File: config.mk
export PLATFORM = sky130hd
export DESIGN_NAME = bp_pht_predictor
export DESIGN_NICKNAME = d
export VERILOG_FILES = /design/src/rtl/bp_pkg.sv /design/src/rtl/bp_pht.sv /design/src/rtl/bp_pht_predictor.sv
export SDC_FILE = /design/constraint.sdc
export NUM_CORES = 1
export LEC_CHECK = 0
export ABC_AREA = 1
export BUFFER_PORTS_ARGS = -buffer_cell sky130_fd_sc_hd__buf_2
export CORE_MARGIN = 5
export CORE_UTILIZATION = 50
export CTS_CLUSTER_SIZE = 10
export DETAILED_ROUTE_END_ITERATION = 8
export GPL_TIMING_DRIVEN = 0
export HOLD_SLACK_MARGIN = 0.05
export PLACE_DENSITY = 0.73
export SYNTH_ARGS = -nofsm -noshare
export SYNTH_HDL_FRONTEND = slang
export SYNTH_SLANG_ARGS = --single-unit
File: constraint.sdc
create_clock -name clk -period 5.5 [get_ports clk]
set_clock_uncertainty 0.05 [all_clocks]
set_input_delay 1.375 -clock clk [delete_from_list [all_inputs] [get_ports clk]]
set_output_delay 1.375 -clock clk [all_outputs]
set_load 0.02 [all_outputs]
File: src/rtl/bp_pkg.sv
// Shared constants and counter helpers for the pattern-history-table
// branch predictor.
package bp_pkg;

    localparam int MODE_BIMODAL = 0;
    localparam int MODE_GSHARE  = 1;

    // Saturating step of a counter of cnt_w bits (1..4), never wraps.
    function automatic logic [3:0] sat_next(
        input logic [3:0] cnt,
        input logic       taken,
        input int         cnt_w
    );
        logic [3:0] cmax;
        cmax = 4'((1 << cnt_w) - 1);
        if (taken && (cnt < cmax)) return cnt + 4'd1;
        if (!taken && (cnt != 4'd0)) return cnt - 4'd1;
        return cnt;
    endfunction

    // Weakly-taken reset value: 2**(cnt_w-1).
    function automatic logic [3:0] cnt_init(input int cnt_w);
        return 4'(1 << (cnt_w - 1));
    endfunction

endpackage

File: src/rtl/bp_pht.sv
// Counter array of the predictor: one write port, one read port.
// The read port returns the post-write value on a same-index hit.
module bp_pht #(
    parameter int IDX_W = 6,
    parameter int CNT_W = 2,
    parameter int IW    = (IDX_W > 0) ? IDX_W : 1
) (
    input  logic             clk,
    input  logic             rst_n,
    input  logic             wr_en,
    input  logic [IW-1:0]    wr_idx,
    input  logic             wr_taken,
    input  logic [IW-1:0]    rd_idx,
    output logic [CNT_W-1:0] rd_cnt
);
    import bp_pkg::*;

    localparam int DEPTH = 1 << IDX_W;

    logic [CNT_W-1:0] cnt_q [DEPTH];
    logic [CNT_W-1:0] cnt_d [DEPTH];

    // Apply the saturating update to the addressed entry only.
    always_comb begin
        for (int i = 0; i < DEPTH; i++) begin
            cnt_d[i] = cnt_q[i];
            if (wr_en && (wr_idx == IW'(i))) begin
                cnt_d[i] = CNT_W'(sat_next(4'(cnt_q[i]), wr_taken, CNT_W));
            end
        end
    end

    // Read from next-state so a same-cycle write is seen (bypass).
    always_comb begin
        rd_cnt = cnt_d[0];
        for (int i = 0; i < DEPTH; i++) begin
            if (rd_idx == IW'(i)) rd_cnt = cnt_d[i];
        end
    end

    // Counter storage, initialised to weakly taken.
    always_ff @(posedge clk or negedge rst_n) begin
        if (!rst_n) begin
            for (int i = 0; i < DEPTH; i++) begin
                cnt_q[i] <= CNT_W'(cnt_init(CNT_W));
            end
        end else begin
            for (int i = 0; i < DEPTH; i++) begin
                cnt_q[i] <= cnt_d[i];
            end
        end
    end

endmodule

File: src/rtl/bp_pht_predictor.sv
// Bimodal / gshare branch direction predictor: index hashing, global
// history, registered prediction outputs and update statistics.
module bp_pht_predictor #(
    parameter int PC_W   = 32,
    parameter int PC_LSB = 2,
    parameter int IDX_W  = 6,
    parameter int CNT_W  = 2,
    parameter int MODE   = 0,
    parameter int STAT_W = 16
) (
    input  logic              clk,
    input  logic              rst_n,
    input  logic              lkp_valid,
    input  logic [PC_W-1:0]   lkp_pc,
    output logic              pred_valid,
    output logic              pred_taken,
    output logic              pred_strong,
    input  logic              upd_valid,
    input  logic [PC_W-1:0]   upd_pc,
    input  logic              upd_taken,
    input  logic              upd_mispred,
    input  logic              stat_clr,
    output logic [STAT_W-1:0] stat_updates,
    output logic [STAT_W-1:0] stat_mispred
);
    import bp_pkg::*;

    localparam int IW = (IDX_W > 0) ? IDX_W : 1;
    localparam logic [STAT_W-1:0] SMAX = '1;

    logic [IW-1:0]    ghr_q, ghr_d, hist;
    logic [IW-1:0]    idx_l, idx_u;
    logic [CNT_W-1:0] rd_cnt;
    logic             pred_valid_q, pred_valid_d;
    logic             pred_taken_q, pred_taken_d;
    logic             pred_strong_q, pred_strong_d;
    logic [STAT_W-1:0] stat_upd_q, stat_upd_d;
    logic [STAT_W-1:0] stat_mis_q, stat_mis_d;
    logic             unused_pc;

    // PC bits outside the index slice are deliberately ignored.
    assign unused_pc = ^{lkp_pc, upd_pc};

    // Index hashing; both ports see the pre-update history.
    always_comb begin
        hist  = (MODE == MODE_GSHARE) ? ghr_q : '0;
        idx_l = lkp_pc[PC_LSB +: IW] ^ hist;
        idx_u = upd_pc[PC_LSB +: IW] ^ hist;
        if (IDX_W == 0) begin
            idx_l = '0;
            idx_u = '0;
        end
    end

    bp_pht #(
        .IDX_W (IDX_W),
        .CNT_W (CNT_W)
    ) u_pht (
        .clk      (clk),
        .rst_n    (rst_n),
        .wr_en    (upd_valid),
        .wr_idx   (idx_u),
        .wr_taken (upd_taken),
        .rd_idx   (idx_l),
        .rd_cnt   (rd_cnt)
    );

    // Non-speculative history: shift in resolved outcomes.
    always_comb begin
        ghr_d = ghr_q;
        if ((MODE == MODE_GSHARE) && (IDX_W > 0) && upd_valid) begin
            ghr_d = IW'({ghr_q, upd_taken});
        end
    end

    // Prediction outputs hold their last value between lookups.
    always_comb begin
        pred_valid_d  = lkp_valid;
        pred_taken_d  = pred_taken_q;
        pred_strong_d = pred_strong_q;
        if (lkp_valid) begin
            pred_taken_d  = rd_cnt[CNT_W-1];
            pred_strong_d = (rd_cnt == '0) || (rd_cnt == '1);
        end
    end

    // Saturating statistics; clear wins over a same-cycle update.
    always_comb begin
        stat_upd_d = stat_upd_q;
        stat_mis_d = stat_mis_q;
        if (stat_clr) begin
            stat_upd_d = '0;
            stat_mis_d = '0;
        end else if (upd_valid) begin
            if (stat_upd_q != SMAX) stat_upd_d = stat_upd_q + 1'b1;
            if (upd_mispred && (stat_mis_q != SMAX)) begin
                stat_mis_d = stat_mis_q + 1'b1;
            end
        end
    end

    // State registers.
    always_ff @(posedge clk or negedge rst_n) begin
        if (!rst_n) begin
            ghr_q         <= '0;
            pred_valid_q  <= 1'b0;
            pred_taken_q  <= 1'b1;
            pred_strong_q <= 1'b0;
            stat_upd_q    <= '0;
            stat_mis_q    <= '0;
        end else begin
            ghr_q         <= ghr_d;
            pred_valid_q  <= pred_valid_d;
            pred_taken_q  <= pred_taken_d;
            pred_strong_q <= pred_strong_d;
            stat_upd_q    <= stat_upd_d;
            stat_mis_q    <= stat_mis_d;
        end
    end

    assign pred_valid   = pred_valid_q;
    assign pred_taken   = pred_taken_q;
    assign pred_strong  = pred_strong_q;
    assign stat_updates = stat_upd_q;
    assign stat_mispred = stat_mis_q;

endmodule

=== Word-level counts from Yosys, hierarchy flattened ===
Index checks and enable logic that the tools add are counted.

* Output and inout port bits: 35
* Input port bits: 71
* Bits in registers: 163
* Word-level logic and storage cells: 1367

* Eq/ne operators: 129
* Mux-type cells: 709
* Add/sub/neg operators: 130
* Reduce and logical (&&, ||, !) cells: 266
* Magnitude comparators: 64

{| class="wikitable"
|+ Operators with widths
! operator !! count
|-
| 2-bit 2-to-1 mux || 383
|-
| 6-bit == test (second input constant) || 64
|-
| 1-bit 2-to-1 mux || 320
|-
| 1-bit logical AND || 193
|-
| 6-bit by 5-bit == test with 1-bit output (second input constant) || 32
|-
| 2-bit nonzero test || 67
|-
| 2-bit by 1-bit adder with 2-bit output (second input constant) || 64
|-
| 2-bit < comparator (second input constant) || 64
|-
| 2-bit by 1-bit subtractor with 2-bit output (second input constant) || 64
|-
| 6-bit by 4-bit == test with 1-bit output (second input constant) || 16
|-
| 16-bit 2-to-1 mux || 6
|-
| 6-bit by 3-bit == test with 1-bit output (second input constant) || 8
|-
| 16-bit by 1-bit adder with 16-bit output (second input constant) || 2
|-
| 16-bit inequality test (second input constant) || 2
|-
| 6-bit by 2-bit == test with 1-bit output (second input constant) || 4
|-
| 6-bit by 1-bit == test with 1-bit output (second input constant) || 2
|-
| 6-bit logical NOT || 1
|-
| 2-bit AND reduction || 2
|-
| 2-bit == test (second input constant) || 1
|-
| 2-bit logical NOT || 1
|-
| 1-bit logical NOT || 1
|-
| 1-bit logical OR || 1
|}

=== Depth between registers and ports, before layout ===
Gate-level depths: netlist (run 1).

* Depth in word-level cells: 74
* Mapped depth: 78
* Gate-level depth less buffers: 78

=== By module ===
Synthesis (run 1) repeated with hierarchy kept, for this count alone.

* Cell total of the unflattened synthesis: 1820
* Area, all modules: 12715.9 µm²

{| class="wikitable"
|+ By module, submodules not included
! module !! area an instance (µm²) !! instances !! cells an instance
|-
| bp_pht || 10596.4 || 1 || 1526
|-
| bp_pht_predictor || 2119.5 || 1 || 294
|}

=== Least setup slack after synthesis (run 1) ===
OpenSTA, ideal clock, no wires.

* Path type: in2reg
* Start: in upd_pc[7]
* End: reg pred_strong_q, in the netlist pred_strong
* Setup time: 117 ps
* Setup slack: -532 ps
* Required time: 5333 ps
* Data arrival time: 5865 ps
* Buffers on the path: 0
* Stages: 76
* Cells stage by stage: inv_2 -> nand2_1 -> nor2_2 -> a21oi_2 -> a31oi_2 -> nor2_1 -> o311ai_1 -> o21ai_1 -> o21ai_1 -> nor2_1 -> o21ai_1 -> nor2_1 -> o21ai_1 -> nand2_1 -> nand3_2 -> o211ai_2 -> nand3_2 -> a221oi_2 -> [... 40 more ...] -> nand3_1 -> nand2_1 -> nand2_1 -> nand2_1 -> nand2_1 -> nand2_1 -> nand2_1 -> nand2_1 -> nand3_1 -> nand3_1 -> nand3_1 -> nand2_1 -> nand2_1 -> nand2_1 -> nand2_2 -> nand3_1 -> nand3_1 -> nand2_1

{| class="wikitable"
|+ RTL lines
! item !! RTL line !! source
|-
| from (decl) || bp_pht_predictor.sv:19 || <nowiki>input logic [PC_W-1:0] upd_pc,</nowiki>
|-
| to (signal assigned) || bp_pht_predictor.sv:115 || <nowiki>pred_strong_q <= pred_strong_d;</nowiki>
|-
| to (decl) || bp_pht_predictor.sv:36 || <nowiki>logic pred_strong_q, pred_strong_d;</nowiki>
|}

=== Final worst setup path (run 1) ===
* Start: in lkp_pc[6]
* End: reg pred_strong_q, in the netlist pred_strong

* Word-level cells in the longest chain between the ends: 66
* Elaborated cells between the ends (all ways): 129

{| class="wikitable"
|+ RTL lines
! item !! RTL line !! source
|-
| from (decl) || bp_pht_predictor.sv:14 || <nowiki>input logic [PC_W-1:0] lkp_pc,</nowiki>
|-
| 6-bit by 1-bit == test with 1-bit output || bp_pht.sv:37 || <nowiki>if (rd_idx == IW'(i)) rd_cnt = cnt_d[i];</nowiki>
|-
| 2-bit 2-to-1 mux (62 in series) || bp_pht.sv:37 ||
|-
| 2-bit 2-to-1 mux * || bp_pht.sv:37 ||
|-
| 2-bit == test or 2-bit logical NOT (tied branches) || bp_pht_predictor.sv:83 || <nowiki>pred_strong_d = (rd_cnt == '0) || (rd_cnt == '1);</nowiki>
|-
| 1-bit logical OR * || bp_pht_predictor.sv:83 ||
|}

Every way passes the cells marked *; elsewhere a longest branch is shown, timed or not.
A chain may end at the register's enable or synchronous reset.

==> flow_summary.toml, run 1 <==
[detailed_routing]
drcViolationCount = 0
final_antenna_net_count = 0
viasPerCell = 5.11
via_count = 10977
wl_per_cell_um = 13.7
drtIter0Drc = 763
wl_mm = 29.5
dr.pass1.iters = 5

[final_layout]
final-seq-area_mm2 = 0.00416
nFillCells = 2188
nets = 2012
multi_input_area_mm2 = 0.00676
final_area_mm2 = 0.0139
drive_above_1_share_pct = 15.2
syn_to_final_growth_pct = 14.5

[critical_path]
crit_type = "input port to flip-flop"
startpoint_type = "input port"
cp_slowest_cell = "clkbuf_1"
worstPathArrival_ps = 7100
critPathMaxStageDelay_ps = 260
cp_max_fo = 10
crit_path_end_kind = "flip-flop"
cp_common_cell = "nand3_1"
worstPathRequired_ps = 5770

[sta]
rsz0062_at_grt = "true"
fin_crit_ps = 6830
tightestPinTransition_ps = 642
setup_viol = 2
timing.fmax_mhz = 146
hold_viol = 0
slew_violations = 0
slew_headroom_pct = 57.2
worst_slack_ps = -1330
finalCritPeriodShare_pct = 124

[placement]
dp_hpwl_mm = 22.4
dpl-instance-area_mm2 = 0.0129
pre_cts_slack_ps = -2280
port-buffer-count = 53
place_congestion = 0.900

[yosys]
synth-seq-area-share_pct = 34.3
async_flop_share_pct = 100
syn_nets = 1917
synth_edf_count = 0
synth_cell_types = 41
netlist_instances = 1716
synth_flop_cell = "dfrtp_1"
synth_area_per_cell_um2 = 7.07
ys_ff_latch = 163
synth_warnings = 0
netlist_area_mm2 = 0.0121

[power_and_ir_drop]
power.internal_uw = 2600
comb_power_share_pct = 28.3
switching_share_pct = 34.6
p_switching_uw = 1380
p_per_area_mw_per_mm2 = 287
p_seq_share_pct = 40.9
pwr-share-clk_pct = 30.8
leakage_uw = 0.00663
vdd_drop_max_v = 0.000209

[clock_tree]
cts_buffer_depth = 2
cts_made_buffers = 17
clock_sinks = 163
cts_root_buf = "clkbuf_16"
htreeDepth = 4
clkTransAtPathRegs_ps = 60
cts_tree = "built"
clock_latency_ps = 430

[global_route]
grt-ovfl-total = 0
antenna_found_initial = 1
grt_max_degree = 100
grt_pass1_wl_mm = 48.9
grt_pass1_vias = 10659
grt_usage_pct = 21.2
grt_most_used_layer = "met2"
met3_usage_pct = 3.33
grt_use_met2_pct = 36.1
use_met1_pct = 27.7

[die]
initial_utilization_pct = 50.3
die-area_mm2 = 0.0275
core_area_mm2 = 0.0241
row_count = 57
die_h_um = 166
io_pins = 106
chipWidth_um = 166

[hold_path]
hold_path_class = "flip-flop to flip-flop"

[run]
cap_violations = 0

[run_status]
violations = "negative setup slack"
status = "finished, violations left"
-- kinds of logic (layout without fill, tap and decap cells) --
kind of cell | Yosys count | count (layout) | synth area share [%]
other cells | 0 | 1 | 0
xor+xnor | 61 | 61 | 4.40
fa+ha+maj | 130 | 130 | 13.4
simple gates | 714 | 714 | 24.3
buf+inv | 374 | 482 | 11.7
flops | 163 | 163 | 34.3
compound gates | 274 | 274 | 11.9
-- worst max-delay path, delay by kind of cell --
family,cells,cell delay (ps)
and+or+nand+nor,64,4890
buffers and inverters,5,660
AOI/OAI and AO/OA,1,160
-- per-stage QoR --
stage / TNS [ps] / instances / util (%) / hold slack, ps / power, uW
global route: -3810 / 2149 / 57.6 / 442 / 4270
floorplan: -848 / 1716 / - / 430 / 2420
detailed placement: -40470 / 2094 / 53.4 / 412 / 2720
global placement: -37420 / 2093 / 53.2 / 407 / 2640
finish: -2460 / 2149 / 57.6 / 428 / 3980
CTS: -2630 / 2140 / 57.0 / 422 / 3980
-- power by group through the flow --
stage	Clock [uW]	Combinational, uW	Sequential, uW
final	1230	1130	1630
after detailed placement	0	1080	1650
after CTS	1250	1110	1620
after global routing	1300	1310	1660
after floorplan	0	799	1620
after global placement	0	1010	1630
-- cells in the final DEF (no fill, tap or decap), types with 5 or more instances in the layout --
cell type,instances
nor3_1,27
inv_1,332
nor2_1,349
xor2_1,60
a21oi_1,141
clkbuf_16,17
inv_6,5
nor2_2,8
buf_6,7
nand3_2,11
nor2_4,10
o21ai_0,97
nand2_1,189
buf_2,53
buf_4,25
dfstp_2,65
nand2_2,14
nand4_1,6
clkbuf_1,14
or2_2,22
ha_1,130
dfrtp_1,98
nand3_1,67
o21ai_1,14
-- Yosys cell counts, types with 2 or more instances --
master | instances | share of area [%]
a21oi_2 | 2 | 0.14
dfstp_2 | 65 | 14
nand2_2 | 3 | 0.15
o31ai_1 | 2 | 0.12
dfrtp_1 | 98 | 20
o21ai_0 | 98 | 4.0
buf_1 | 8 | 0.25
or2_1 | 2 | 0.10
nor2_1 | 361 | 11
inv_2 | 6 | 0.19
o21ai_1 | 15 | 0.62
nand3_1 | 77 | 3.2
nor2_4 | 2 | 0.19
a31oi_1 | 2 | 0.10
nand3_2 | 3 | 0.25
a211oi_1 | 4 | 0.25
nand2_1 | 203 | 6.3
xor2_1 | 61 | 4.4
buf_2 | 8 | 0.33
inv_1 | 335 | 10
or2_2 | 22 | 1.1
a21oi_1 | 141 | 5.8
nor2_2 | 4 | 0.21
o211ai_2 | 2 | 0.21
nand4_1 | 6 | 0.31
nor3_1 | 27 | 1.1
clkbuf_1 | 16 | 0.50
ha_1 | 130 | 13
-- timing repair --
item | 4_1_cts | 5_1_grt
hold buffers | 0 | 0
resized for setup | 53 | 29
setup endpoints to repair | 34 | 7
setup buffers | 14 | 8
pin swaps | 18 | 25
-- layer usage --
layer  up-vias  wire [um]
li1       5527          -
met1      5161      13400
met2       244      14300
met3        45       1330
met4         0        537
met5         -          0
-- registers in the layout, summed over array words and instances (netlist names) --
signal	flops
stat_mispred	16
pred_strong	1
pred_taken	1
u_pht.cnt_q	128
pred_valid	1
stat_updates	16
-- cell type report --
| cell class | count | area share [%] |
|---|---|---|
| antenna | 1 | 0.0180 |
| buffer | 32 | 1.18 |
| clock buffer | 17 | 3.06 |
| clock inverter | 15 | 1.23 |
| inverter | 342 | 9.35 |
| multi-input combinational | 1179 | 48.6 |
| sequential | 163 | 30.0 |
| tap | 324 | 2.92 |
| timing repair buffer | 76 | 3.64 |
-- path summary, 6_finish.rpt --
| kind | start | end | slack [ps] | depth (start not counted) |
|---|---|---|---|---|
| worst max register to register | u_pht.cnt_q[125] | pred_strong | -720 | 76 |
| worst max-delay path | lkp_pc[6] | pred_strong | -1330 | 70 |
| worst min register to register | pred_taken | pred_taken | 430 | 2 |
| max in group asynchronous | rst_n | u_pht.cnt_q[65] | 3700 | 2 |
| worst min-delay path | pred_taken | pred_taken | 430 | 2 |
| min in group asynchronous | rst_n | stat_updates[6] | 830 | 1 |
Note: power is estimated with default switching activity, not from simulation.
==> run 2: changes to the inputs <==
SYNTH_HIERARCHICAL = 1   (was default)
==> flow_summary.toml, run 2 <==
[run_status]
status = "finished, violations left"
violations = "negative setup slack"

[yosys]
netlist_instances = 1820
yosys.area.top_type = "dfrtp_1"
netlist_area_mm2 = 0.0127
syn_nets = 2021
synth_area_per_cell_um2 = 6.99
yosysMostFrequentCell = "nor2_1"
ys_top_cells_by_area = "dfrtp_1, dfstp_2, ha_1"
synth.top_cells.by_count = "nor2_1, inv_1, nand2_1"
synth_edf_count = 0
synth_top_cell_area_share_pct = 19.3
synth_flop_cell = "dfrtp_1"
synth-seq-area-share_pct = 32.7
ys_ff_latch = 163
synth_cell_types = 42
synth_warnings = 6
async_flop_share_pct = 100

[placement]
dp_cells = 2204
port-buffer-count = 53
dp_hpwl_mm = 24.0
place_congestion = 0.875

[critical_path]
crit_buf_inv = 4
crit_family = "simple AND/OR/NAND/NOR gates"
worstPathArrival_ps = 6700
startpoint_type = "input port"
crit_path_end_kind = "flip-flop"
cp_common_cell = "nand2_1"
worstPathRequired_ps = 5830
cp_slowest_cell = "a21oi_2"
cp_max_fo = 3
crit_type = "input port to flip-flop"
critPathMaxStageDelay_ps = 170

[final_layout]
diodes = 0
syn_to_final_growth_pct = 14.1
drive_above_1_share_pct = 15.5
largest_reg_flops = 128
top_register = "u_pht/cnt_q"
final_cell_mix = "nor2_1, inv_1, nand2_1"
nets = 2112
final_common_cell = "nor2_1"
nFillCells = 2358
final_cell_count_no_fill = 2254
utilization_pct = 57.8

[clock_tree]
htreeDepth = 4
cts_tree = "built"
clkTransAtPathRegs_ps = 70
cts_root_buf = "clkbuf_16"
cts_made_buffers = 17
cts_buffer_depth = 2
clock_latency_ps = 440
clock_sinks = 163
hold_buffers = 0

[global_route]
antenna_found_initial = 0
grt_max_degree = 115
grt-ovfl-total = 0
grt_pass1_wl_mm = 55.0
grt_usage_pct = 23.5
grt_pass1_vias = 11381

[detailed_routing]
wl_per_cell_um = 14.7
drcViolationCount = 0
final_antenna_net_count = 0
wl_mm = 33.2
drtIter0Drc = 843
dr.pass1.iters = 5
via_count = 11680
viasPerCell = 5.18

[power_and_ir_drop]
leakage_uw = 0.00722
vdd_drop_max_v = 0.000203
p_per_area_mw_per_mm2 = 275

[sta]
slew_violations = 0
hold_viol = 0
slew_headroom_pct = 56.3
tightestPinTransition_ps = 655
setup_viol = 2
worst_slack_ps = -862
fin_crit_ps = 6360
timing.fmax_mhz = 157
rsz0062_at_grt = "true"
finalCritPeriodShare_pct = 116
fin_hold_ws_ps = 416

[die]
row_count = 58
core_area_mm2 = 0.0251
initial_utilization_pct = 50.6
die_h_um = 169
io_pins = 106
die-area_mm2 = 0.0287
chipWidth_um = 169

[hold_path]
hold_path_class = "flip-flop to flip-flop"

[run]
cap_violations = 0
## run 2: cell types whose count changed after synthesis, sizes merged, moves of 10 or more
cell,before,now
nand2,206,312
nand3,80,48
nand4,6,19
nor3,27,2
o21ai,113,123
xor2,61,78
## run 2: kinds of logic after synthesis
group | share of synthesized area [%]
xor gates and xnor gates | 5.49
buffers and inverters | 11.8
adders and majority gates | 12.8
AOI/OAI and AO/OA | 11.8
and+or+nand+nor | 25.4
DFF | 32.7
## run 2: timing repair
item / CTS / global route
endpoints found under the setup margin: 22 / 18
pin swaps: 12 / 24
gates resized for setup: 54 / 37
setup buffers: 10 / 7
gates cloned: 1 / 0
hold endpoints to repair: 0 / 0
## run 2: layout make-up
class | instances | area [um^2] | share of cell area (%)
Buffer | 34 | 211 | 1.46
Clock inverter | 14 | 193 | 1.33
Tap cell | 330 | 413 | 2.84
Inverter | 349 | 1340 | 9.21
Sequential cell | 163 | 4160 | 28.7
Clock buffer | 18 | 429 | 2.96
Timing Repair Buffer | 71 | 457 | 3.15
Multi-Input combinational cell | 1275 | 7310 | 50.4
## run 2: stage by stage
stage	power, uW	setup WS, ps	setup TNS [ps]	area, um^2
after floorplan	2380	-122	-122	12800
after global placement	2590	-1820	-24410	13400
after detailed placement	2670	-1850	-24800	13500
after CTS	4000	-710	-1310	14400
after global routing	4280	-1670	-3170	14500
final	3990	-862	-1720	14500
## run 2: worst reg2reg max path, delay by kind of cell (launching register included)
| family | cells | cell delay (ps) |
|---|---|---|
| xor+xnor | 2 | 330 |
| fa+ha+maj | 1 | 170 |
| simple gates | 51 | 3020 |
| compound gates | 15 | 1580 |
| flops | 1 | 540 |
| buf+inv | 1 | 50 |
## run 2: path summary, 6_finish.rpt
path	start	endpoint	slack (ps)	depth (start not counted)
min in group asynchronous	rst_n	stat_mispred[15]	770	1
hold / removal	pred_taken	pred_taken	420	2
hold reg to reg	pred_taken	pred_taken	420	2
setup reg to reg	u_pht/cnt_q[125]	pred_strong	-320	70
setup / recovery	upd_pc[5]	pred_taken	-860	79
max in group asynchronous	rst_n	u_pht/cnt_q[20]	3690	2
## run 2: where the power goes
part	internal, uW	leakage (uW)	switching [uW]
Sequential	1470	0.00189	153
Clock	731	0.000300	550
Combinational	422	0.00503	671
Total	2620	0.00722	1370
## run 2: metal layers
| layer | up-vias | GRT usage, % | wire length (um) |
|---|---|---|---|
| met2 | 309 | 39.5 | 15800 |
| met3 | 68 | 3.59 | 1750 |
| met5 | - | 0 | 0 |
| met4 | 0 | 9.24 | 1140 |
| li1 | 5785 | - | - |
| met1 | 5518 | 30.4 | 14500 |
